File: src/rtl/writeback_regfile_if.sv
// Write-back stage bus: ALU result handshake, stall, read ports and status outputs.
interface writeback_regfile_if #(
    parameter int unsigned DATA_W = 32
);
    logic              WB_VALID;
    logic              WB_READY;
    logic [DATA_W-1:0] ALUOut;
    logic [4:0]        WriteReg;
    logic [5:0]        FuncCode;
    logic              Zero;
    logic              STALL;
    logic [4:0]        ReadReg1;
    logic [4:0]        ReadReg2;
    logic [DATA_W-1:0] A;
    logic [DATA_W-1:0] B;
    logic              WB_DONE;
    logic              Z_FLAG;
    logic              ILLEGAL;
    logic [15:0]       WB_COUNT;

    modport master (
        output WB_VALID, ALUOut, WriteReg, FuncCode, Zero, STALL, ReadReg1, ReadReg2,
        input  WB_READY, A, B, WB_DONE, Z_FLAG, ILLEGAL, WB_COUNT
    );

    modport slave (
        input  WB_VALID, ALUOut, WriteReg, FuncCode, Zero, STALL, ReadReg1, ReadReg2,
        output WB_READY, A, B, WB_DONE, Z_FLAG, ILLEGAL, WB_COUNT
    );
endinterface

File: src/rtl/writeback_regfile.sv
// Write-back stage: one-entry pending register committing into a register file,
// with two combinational read ports that bypass from the pending entry.
module writeback_regfile #(
    parameter int unsigned DATA_W         = 32,
    parameter int unsigned NREGS          = 32,
    parameter int unsigned ZERO_HARDWIRED = 0
) (
    input  logic                 CLK,
    input  logic                 RESET,
    writeback_regfile_if.slave   bus
);

    logic [DATA_W-1:0] regs_q [NREGS];

    logic              pend_v_q;
    logic [DATA_W-1:0] pend_data_q;
    logic [4:0]        pend_rd_q;
    logic              pend_legal_q;
    logic              pend_zero_q;

    logic              done_q;
    logic              z_flag_q;
    logic              illegal_q;
    logic [15:0]       count_q;

    logic wb_ready;
    logic accept;
    logic commit;
    logic reg_we;
    logic in_legal;
    logic zero_hw;

    assign zero_hw  = (ZERO_HARDWIRED != 0);
    assign wb_ready = !pend_v_q || !bus.STALL;
    assign accept   = bus.WB_VALID && wb_ready;
    assign commit   = pend_v_q && !bus.STALL;
    assign reg_we   = commit && pend_legal_q && !(zero_hw && pend_rd_q == 5'd0);

    always_comb begin
        in_legal = 1'b0;
        case (bus.FuncCode)
            6'd32, 6'd34, 6'd36, 6'd37, 6'd39, 6'd42: in_legal = 1'b1;
            default:                                  in_legal = 1'b0;
        endcase
    end

    always_ff @(posedge CLK or negedge RESET) begin
        if (!RESET) begin
            pend_v_q     <= 1'b0;
            pend_data_q  <= '0;
            pend_rd_q    <= '0;
            pend_legal_q <= 1'b0;
            pend_zero_q  <= 1'b0;
        end else if (accept) begin
            pend_v_q     <= 1'b1;
            pend_data_q  <= bus.ALUOut;
            pend_rd_q    <= bus.WriteReg;
            pend_legal_q <= in_legal;
            pend_zero_q  <= bus.Zero;
        end else if (commit) begin
            pend_v_q <= 1'b0;
        end
    end

    always_ff @(posedge CLK or negedge RESET) begin
        if (!RESET) begin
            done_q    <= 1'b0;
            z_flag_q  <= 1'b0;
            illegal_q <= 1'b0;
            count_q   <= '0;
        end else begin
            done_q <= commit && pend_legal_q;
            if (commit) begin
                z_flag_q <= pend_zero_q;
                // Suppressed writes to a hardwired r0 still count as commits.
                if (pend_legal_q) begin
                    count_q <= count_q + 16'd1;
                end else begin
                    illegal_q <= 1'b1;
                end
            end
        end
    end

    always_ff @(posedge CLK or negedge RESET) begin
        if (!RESET) begin
            for (int i = 0; i < NREGS; i++) begin
                regs_q[i] <= '0;
            end
        end else if (reg_we) begin
            regs_q[pend_rd_q] <= pend_data_q;
        end
    end

    logic [DATA_W-1:0] rd_a;
    logic [DATA_W-1:0] rd_b;

    // Bypass only legal pending results; illegal ones never reach the file.
    always_comb begin
        rd_a = regs_q[bus.ReadReg1];
        if (pend_v_q && pend_legal_q && pend_rd_q == bus.ReadReg1) begin
            rd_a = pend_data_q;
        end
        if (zero_hw && bus.ReadReg1 == 5'd0) begin
            rd_a = '0;
        end
    end

    always_comb begin
        rd_b = regs_q[bus.ReadReg2];
        if (pend_v_q && pend_legal_q && pend_rd_q == bus.ReadReg2) begin
            rd_b = pend_data_q;
        end
        if (zero_hw && bus.ReadReg2 == 5'd0) begin
            rd_b = '0;
        end
    end

    assign bus.WB_READY = wb_ready;
    assign bus.A        = rd_a;
    assign bus.B        = rd_b;
    assign bus.WB_DONE  = done_q;
    assign bus.Z_FLAG   = z_flag_q;
    assign bus.ILLEGAL  = illegal_q;
    assign bus.WB_COUNT = count_q;

endmodule

File: src/flat_wrapper.sv
// flat-port wrapper written by rule: the top's interface ports become plain ports
module writeback_regfile_flat 
#(
    parameter int unsigned DATA_W         = 32,
    parameter int unsigned NREGS          = 32,
    parameter int unsigned ZERO_HARDWIRED = 0
)
  (CLK, RESET, bus_WB_VALID, bus_ALUOut, bus_WriteReg, bus_FuncCode, bus_Zero, bus_STALL, bus_ReadReg1, bus_ReadReg2, bus_WB_READY, bus_A, bus_B, bus_WB_DONE, bus_Z_FLAG, bus_ILLEGAL, bus_WB_COUNT);
  writeback_regfile_if #(.DATA_W(DATA_W)) bus_i ();
  input  logic CLK;
  input  logic RESET;
  input wire logic [$bits(bus_i.WB_VALID)-1:0] bus_WB_VALID;
  input wire logic [$bits(bus_i.ALUOut)-1:0] bus_ALUOut;
  input wire logic [$bits(bus_i.WriteReg)-1:0] bus_WriteReg;
  input wire logic [$bits(bus_i.FuncCode)-1:0] bus_FuncCode;
  input wire logic [$bits(bus_i.Zero)-1:0] bus_Zero;
  input wire logic [$bits(bus_i.STALL)-1:0] bus_STALL;
  input wire logic [$bits(bus_i.ReadReg1)-1:0] bus_ReadReg1;
  input wire logic [$bits(bus_i.ReadReg2)-1:0] bus_ReadReg2;
  output wire logic [$bits(bus_i.WB_READY)-1:0] bus_WB_READY;
  output wire logic [$bits(bus_i.A)-1:0] bus_A;
  output wire logic [$bits(bus_i.B)-1:0] bus_B;
  output wire logic [$bits(bus_i.WB_DONE)-1:0] bus_WB_DONE;
  output wire logic [$bits(bus_i.Z_FLAG)-1:0] bus_Z_FLAG;
  output wire logic [$bits(bus_i.ILLEGAL)-1:0] bus_ILLEGAL;
  output wire logic [$bits(bus_i.WB_COUNT)-1:0] bus_WB_COUNT;
  assign bus_i.WB_VALID = bus_WB_VALID;
  assign bus_i.ALUOut = bus_ALUOut;
  assign bus_i.WriteReg = bus_WriteReg;
  assign bus_i.FuncCode = bus_FuncCode;
  assign bus_i.Zero = bus_Zero;
  assign bus_i.STALL = bus_STALL;
  assign bus_i.ReadReg1 = bus_ReadReg1;
  assign bus_i.ReadReg2 = bus_ReadReg2;
  assign bus_WB_READY = bus_i.WB_READY;
  assign bus_A = bus_i.A;
  assign bus_B = bus_i.B;
  assign bus_WB_DONE = bus_i.WB_DONE;
  assign bus_Z_FLAG = bus_i.Z_FLAG;
  assign bus_ILLEGAL = bus_i.ILLEGAL;
  assign bus_WB_COUNT = bus_i.WB_COUNT;
  writeback_regfile #(.DATA_W(DATA_W), .NREGS(NREGS), .ZERO_HARDWIRED(ZERO_HARDWIRED)) u_core (.CLK(CLK), .RESET(RESET), .bus(bus_i));
endmodule
File: config.mk
export PLATFORM = sky130hd
export DESIGN_NAME = writeback_regfile_flat
export DESIGN_NICKNAME = d
export VERILOG_FILES = /design/src/rtl/writeback_regfile_if.sv /design/src/rtl/writeback_regfile.sv /design/src/flat_wrapper.sv
export SDC_FILE = /design/constraint.sdc
export NUM_CORES = 2
export LEC_CHECK = 0
export BUFFER_PORTS_ARGS = -buffer_cell sky130_fd_sc_hd__buf_2
export CAP_MARGIN = 20
export CELL_PAD_IN_SITES_DETAIL_PLACEMENT = 0
export CELL_PAD_IN_SITES_GLOBAL_PLACEMENT = 2
export CORE_AREA = 2 2 383 385
export CTS_BUF_LIST = sky130_fd_sc_hd__clkbuf_8 sky130_fd_sc_hd__clkbuf_16
export DETAILED_ROUTE_END_ITERATION = 7
export DIE_AREA = 0 0 385 387
export MAX_ROUTING_LAYER = met4
export PLACE_DENSITY_LB_ADDON = 0.2
export SYNTH_ARGS = -nofsm -noshare
export SYNTH_HDL_FRONTEND = slang
export SYNTH_SLANG_ARGS = --single-unit
File: constraint.sdc
create_clock -name CLK -period 4.9 [get_ports CLK]
set_input_delay 0.98 -clock CLK [delete_from_list [all_inputs] [get_ports CLK]]
set_output_delay 0.98 -clock CLK [all_outputs]
set_load 0.02 [all_outputs]
# After elaboration in Yosys (flattened, before gate mapping)
# Index checks and enable logic that the tools add are counted.
word_totals:
  regBits: 1083
  inputBits: 58
  out_inout_bits: 84
  word_cells: 86
op_classes:
  n_addsub: 1
  magnitude_cmp: 4
  n_eq_ne: 8
  n_mux: 14
  n_bitwise: 4
  reduce_logical: 14
ops:
  columns: ["operator", "n"]
  rows:
  - ["$bwmux 1024", 1]
  - ["$bmux 32 s5", 2]
  - ["$mux 32", 7]
  - ["$demux 32 s5", 1]
  - ["$eq 6x6->1 const B", 6]
  - ["$ge 6x6->1 const B", 3]
  - ["$not 5->6", 3]
  - ["$add 16x1->16 const B", 1]
  - ["$eq 5x5->1", 2]
  - ["$logic_and 1x1->1", 7]
  - ["$lt 6x1->1 const B", 1]
  - ["$reduce_or 6->1", 1]
  - ["$reduce_and 2->1", 2]
  - ["$mux 1", 3]
  - ["$logic_not 1->1", 2]
  - ["$reduce_bool 2->1", 1]
  - ["$logic_or 1x1->1", 1]
  - ["$not 1->1", 1]

# Logic depth before layout (Yosys ltp)
depth:
  word_depth: 6
  mapped_depth: 9
  depth_no_buf: 5

# Worst setup path after synthesis
# Ideal clock, no wire load.
synth_timing:
  path_type: "input to output"
  start: "input bus_ReadReg1[0]"
  end: "output bus_A[10]"
  arrival_time_ps: 2896
  t_required_ps: 3920
  slack_ps: 1024
  path_stages: 9
  path_cell_list: "buf_2 > buf_6 > buf_6 > buf_6 > nor2_1 > nand2_1 > o221ai_1 > a211oi_1 > o41ai_1"
synth_between:
  elab_chain_len: 5
synth_lines:
  columns: ["item", "line", "text"]
  rows:
  - ["start: declaration", "flat_wrapper.sv:18", "input wire logic [$bits(bus_i.ReadReg1)-1:0] bus_ReadReg1;"]
  - ["$not 5->6 (not written as such)", "writeback_regfile.sv:100", "rd_a = regs_q[bus.ReadReg1];"]
  - ["$bmux 32 s5", "writeback_regfile.sv:100", null]
  - ["$mux 32 (not written as such) (2 in a row)", "writeback_regfile.sv:100", null]
  - ["$mux 32 *", "writeback_regfile.sv:101", "if (pend_v_q && pend_legal_q && pend_rd_q == bus.ReadReg1) begin"]
  - ["end: declaration", "flat_wrapper.sv:21", "output wire logic [$bits(bus_i.A)-1:0] bus_A;"]
# Every way passes the cells marked *; elsewhere a longest branch is shown, timed or not. The select of a mux whose other input is x is not followed.

# Final worst setup path
layout_timing:
  start: "input bus_ReadReg2[4]"
  end: "output bus_B[0]"
layout_between:
  elab_chain_len: 5
layout_lines:
  columns: ["item", "line", "text"]
  rows:
  - ["start: declaration", "flat_wrapper.sv:19", "input wire logic [$bits(bus_i.ReadReg2)-1:0] bus_ReadReg2;"]
  - ["$not 5->6 (not written as such)", "writeback_regfile.sv:110", "rd_b = regs_q[bus.ReadReg2];"]
  - ["$bmux 32 s5", "writeback_regfile.sv:110", null]
  - ["$mux 32 (not written as such) (2 in a row)", "writeback_regfile.sv:110", null]
  - ["$mux 32 *", "writeback_regfile.sv:111", "if (pend_v_q && pend_legal_q && pend_rd_q == bus.ReadReg2) begin"]
  - ["end: declaration", "flat_wrapper.sv:22", "output wire logic [$bits(bus_i.B)-1:0] bus_B;"]
# Marks and branches as above.

==> flow_results.org <==
** Outcome
- The flow ran to the end, and the final reports show no timing, DRC or antenna violations.

** Synth
- Ranking of synthesized cells by area :: dfrtp_1 47%, mux2_2 22%, mux4_2 14%
- Count of different cell masters after synthesis :: slightly above 60
- Of the synthesized area, sequential elements account for 0.469.
- Post-synth EDFFs :: 0
- Synth Instances :: a little over 4000
- Average cell area after synthesis :: between 10 and 15 sq um
- Nets in the synthesized netlist :: about 4100
- Synthesized cell area :: 57700 sq um
- Async set-reset flop share out of synthesis :: 1.00
- The biggest area contributor in the post-synthesis netlist is dfrtp_1.
- Of the post-synthesis cell area, the dominant cell type holds 0.469.
- Number of warnings printed during yosys synthesis :: 0
- Main synth FF type :: dfrtp_1
- Register bit count reported by yosys :: approximately 1100

** Floorplanning
- Top-level I/O count :: between 100 and 150
- The floorplan step set the die width to between 300 and 400 um.
- DIE AREA :: approximately 150000 sq um
- The die is slightly below 400 um tall.
- The initial utilization of the core area, before any placement, comes to 0.399.
- Core outline area :: approximately 140000 sq um
- The floorplan has 140 rows.

** Pwr
- Of the total power, the share spent switching nets is 0.269.
- IR analysis of the VDD net gives a maximum drop of around 0.25 mV.
- Combinational group share of total power :: 0.128
- Power per Cell Area :: ~350 nW/um^2
- Post-layout power :: approximately 23 mW
- Standby leakage power :: between 30 and 40 nW
- Of the total power, registers draw 0.433.
- Clock group share of total power :: 0.439
- Cell Int Power :: approximately 17 mW
- In this run the power spent charging and discharging nets is 6.24 mW.

** Worst setup path
- Data required, critical path :: 3920 ps
- In this run the worst path has a maximum fanout of 13.
- CP Class :: in -> out
- Arrival time at the worst endpoint :: roughly 3800 ps
- Endpoint class of the critical path :: output port
- Launching element type of the critical path :: input port

** Placed design
- At the end of routability-driven placement, the weighted congestion stood at about 0.81.
- In this run the tool buffered the top-level ports with ~140 buffer cells.
- After legalization and detailed placement, the total HPWL measured about 120000 um.

** Drt
- First DRT Iteration DRCs :: about 3100
- Via density :: 6.14
- After detailed routing, the number of remaining DRC violations is 0.
- The first detailed-routing pass ran for 5 iterations.
- The final layout contains routed wiring with a total length of between 150000 and 200000 um.
- The detailed router placed ~38000 vias in this run.
- Routed len/inst :: 32.4 um
- In this run the remaining antenna-violating nets after routing total 0.

** Clocking
- Clock latency on the worst-skew pair :: 790 ps
- CTS built an H-tree with a depth of 4.
- No sink is reached through more buffers than the 3 on the longest clock path.
- Reg clk slew, reported paths :: around 50 ps
- Number of buffers inserted during clock tree synthesis :: 133
- CTS placed an instance of clkbuf_16 at the clock tree root.
- Number of buffers added to fix hold violations after cts :: 0
- TritonCTS built the clock tree.
- Number of sinks driven by the clock tree :: 1083

** Flow run
- Number of max-capacitance violations reported :: 0

** Global route
- Largest net degree at the start of global routing :: roughly 150
- Vias in the first global route :: ~39000
- The first global-routing pass estimated 290000 um of wire.
- For this run the aggregate overflow at the end of global routing stands at 0.
- Across every metal layer, demand over resource in global routing totals 0.278.
- Initial antenna violation count :: 6

** Worst hold path
- The worst hold path belongs to the class in -> async.

** Timing
- Setup violations remaining at the end of the flow were counted as 0.
- After routing, the total negative slack on setup checks comes to 0 ps.
- Timing would allow up to 0.211 GHz.
- Transition time at the pin with the least slew margin :: ~1100 ps
- Unrepaired setup endpoints after global routing :: false
- Endpoints failing hold :: 0
- Worst clock skew :: between 20 and 30 ps
- Post-layout minimum cycle time :: roughly 4700 ps
- The count of pins over their slew limit is 0.
- In the finished design, the share of the clock period the worst path needs comes to 0.969.
- Tightest slew margin relative to the limit :: 0.232

** Final layout
- The filler cells instantiated in the layout total about 13000.
- The sequential cells in the finished layout cover a total of around 27000 sq um.
- After the last flow step, the layout net total stands at 4194.
- Fraction of layout cells with a size suffix above 1 :: 0.509
- From synthesis to final layout, the design area changed by 14.2%.
- Area of the multi-input gates :: around 29000 sq um
placed cells by master (no fill, tap or decap), types with 15 or more instances in the layout:
master	count
a211oi_1	79
a221oi_1	16
a22o_1	40
a22oi_1	69
a32o_1	21
buf_12	51
buf_2	133
buf_4	188
clkbuf_16	137
clkbuf_8	41
clkinv_2	18
dfrtp_1	1082
inv_1	25
mux2_1	19
mux2_2	1134
mux2i_1	185
mux4_2	367
nand2_1	87
nand3_1	32
nor2_1	75
nor2_4	15
nor2b_1	65
nor4_1	47
o21ai_0	61
o221ai_1	19
o22ai_1	64
xnor2_1	18
final timing paths:
kind                                                startpoint                                  end  slack (ps)  cells past startpoint
max                                            bus_ReadReg2[4]                             bus_B[0]         150                      8
min                                                      RESET       u_core.regs_q[244]$_DFFE_PN0P_         170                      1
max reg2reg                    u_core.pend_legal_q$_DFFE_PN0P_       u_core.regs_q[953]$_DFFE_PN0P_        1690                      5
min reg2reg                u_core.bus.WB_COUNT[15]$_DFFE_PN0P_  u_core.bus.WB_COUNT[15]$_DFFE_PN0P_         470                      1
max in group asynchronous                                RESET       u_core.regs_q[324]$_DFFE_PN0P_        3410                      2
min in group CLK                                  bus_WB_VALID          u_core.pend_v_q$_DFFE_PN0P_         410                      2
final cells by class:
class                           count  share of cell area
Inverter                            3            0.000171
Antenna cell                        2           0.0000759
Timing Repair Buffer              380              0.0487
Clock buffer                      178              0.0606
Clock inverter                     65             0.00856
Multi-Input combinational cell   2534               0.434
Sequential cell                  1083               0.411
Tap cell                         1917              0.0364
cells by family (layout without fill, tap and decap cells):
group,Yosys count,count (layout),synth area share
DFF,1083,1083,0.469
adders and majority gates,1,1,0.000217
xor gates and xnor gates,23,23,0.00349
and+or+nand+nor,406,406,0.0370
muxes,1705,1705,0.400
other,0,2,0
buffers and inverters,431,626,0.0386
AOI/OAI and AO/OA,399,399,0.0512
power groups by stage:
stage / Combinational [mW] / Sequential, mW / Clock, mW
after floorplan: 1.93 / 9.99 / 0
after global placement: 2.96 / 10.2 / 0
after detailed placement: 2.99 / 10.2 / 0
after CTS: 3.00 / 10.0 / 10.4
after global routing: 3.19 / 10.1 / 10.8
final: 2.97 / 10.1 / 10.2
Yosys cell counts (all sizes together), types with 3 or more instances:
library cell     n
nor3b            4
and2             4
nor2            91
and3             5
xor2             5
or3              9
nor2b           69
inv              3
nand2          101
nor4            47
xnor2           18
a22oi           69
buf            247
a22o            40
nand4            4
o41ai           16
a32o            21
nand2b           7
nand4b           3
nand3           33
a221oi          16
mux2          1153
nor3             9
o221ai          19
o21ai           65
clkbuf         181
dfrtp         1083
mux2i          185
o22ai           64
nand3b           7
a211oi          79
mux4           367
what timing repair did:
item,CTS,global route
setup buffers,0,0
resized for setup,0,4
setup endpoints to repair,0,3
stage by stage:
step                      worst slack [ps]  instances   util  hold slack [ps]  instance area [sq um]
after floorplan                       1020       4048      -              470                  57700
after CTS                             16.6       6160  0.455              152                  65900
after global routing                   121       6161  0.455              187                  65900
final                                  151       6162  0.455              170                  65900
after detailed placement              21.7       5917  0.424              457                  61400
after global placement                26.6       5917  0.424              465                  61400
metal layers:
layer | routed length, um | global-route usage | vias up | share of wire
met2 | 92400 | 0.416 | 987 | 0.46
met4 | 4650 | 0.0693 | 0 | 0.023
met3 | 9370 | 0.0400 | 260 | 0.047
met1 | 93300 | 0.397 | 20900 | 0.47
li1 | - | - | 15700 | -
met5 | 0 | - | - | 0
state kept, by name (all words and copies together) (netlist names):
name and cells:
u_core.pend_v_q 1, u_core.bus.ILLEGAL 1, u_core.pend_zero_q 1, u_core.pend_legal_q 1, u_core.pend_rd_q 5, u_core.pend_data_q 32
u_core.bus.WB_DONE 1, u_core.bus.WB_COUNT 16, u_core.regs_q 1024, u_core.bus.Z_FLAG 1
worst max-delay path, stage by stage:
cell      delay (ps)
buf_2            210
nor4bb_4        1010
buf_4            440
a221oi_1         160
o21ai_0          350
o41ai_2          260
buf_4            190
buf_2            150
Note: power is estimated with default switching activity, not from simulation.
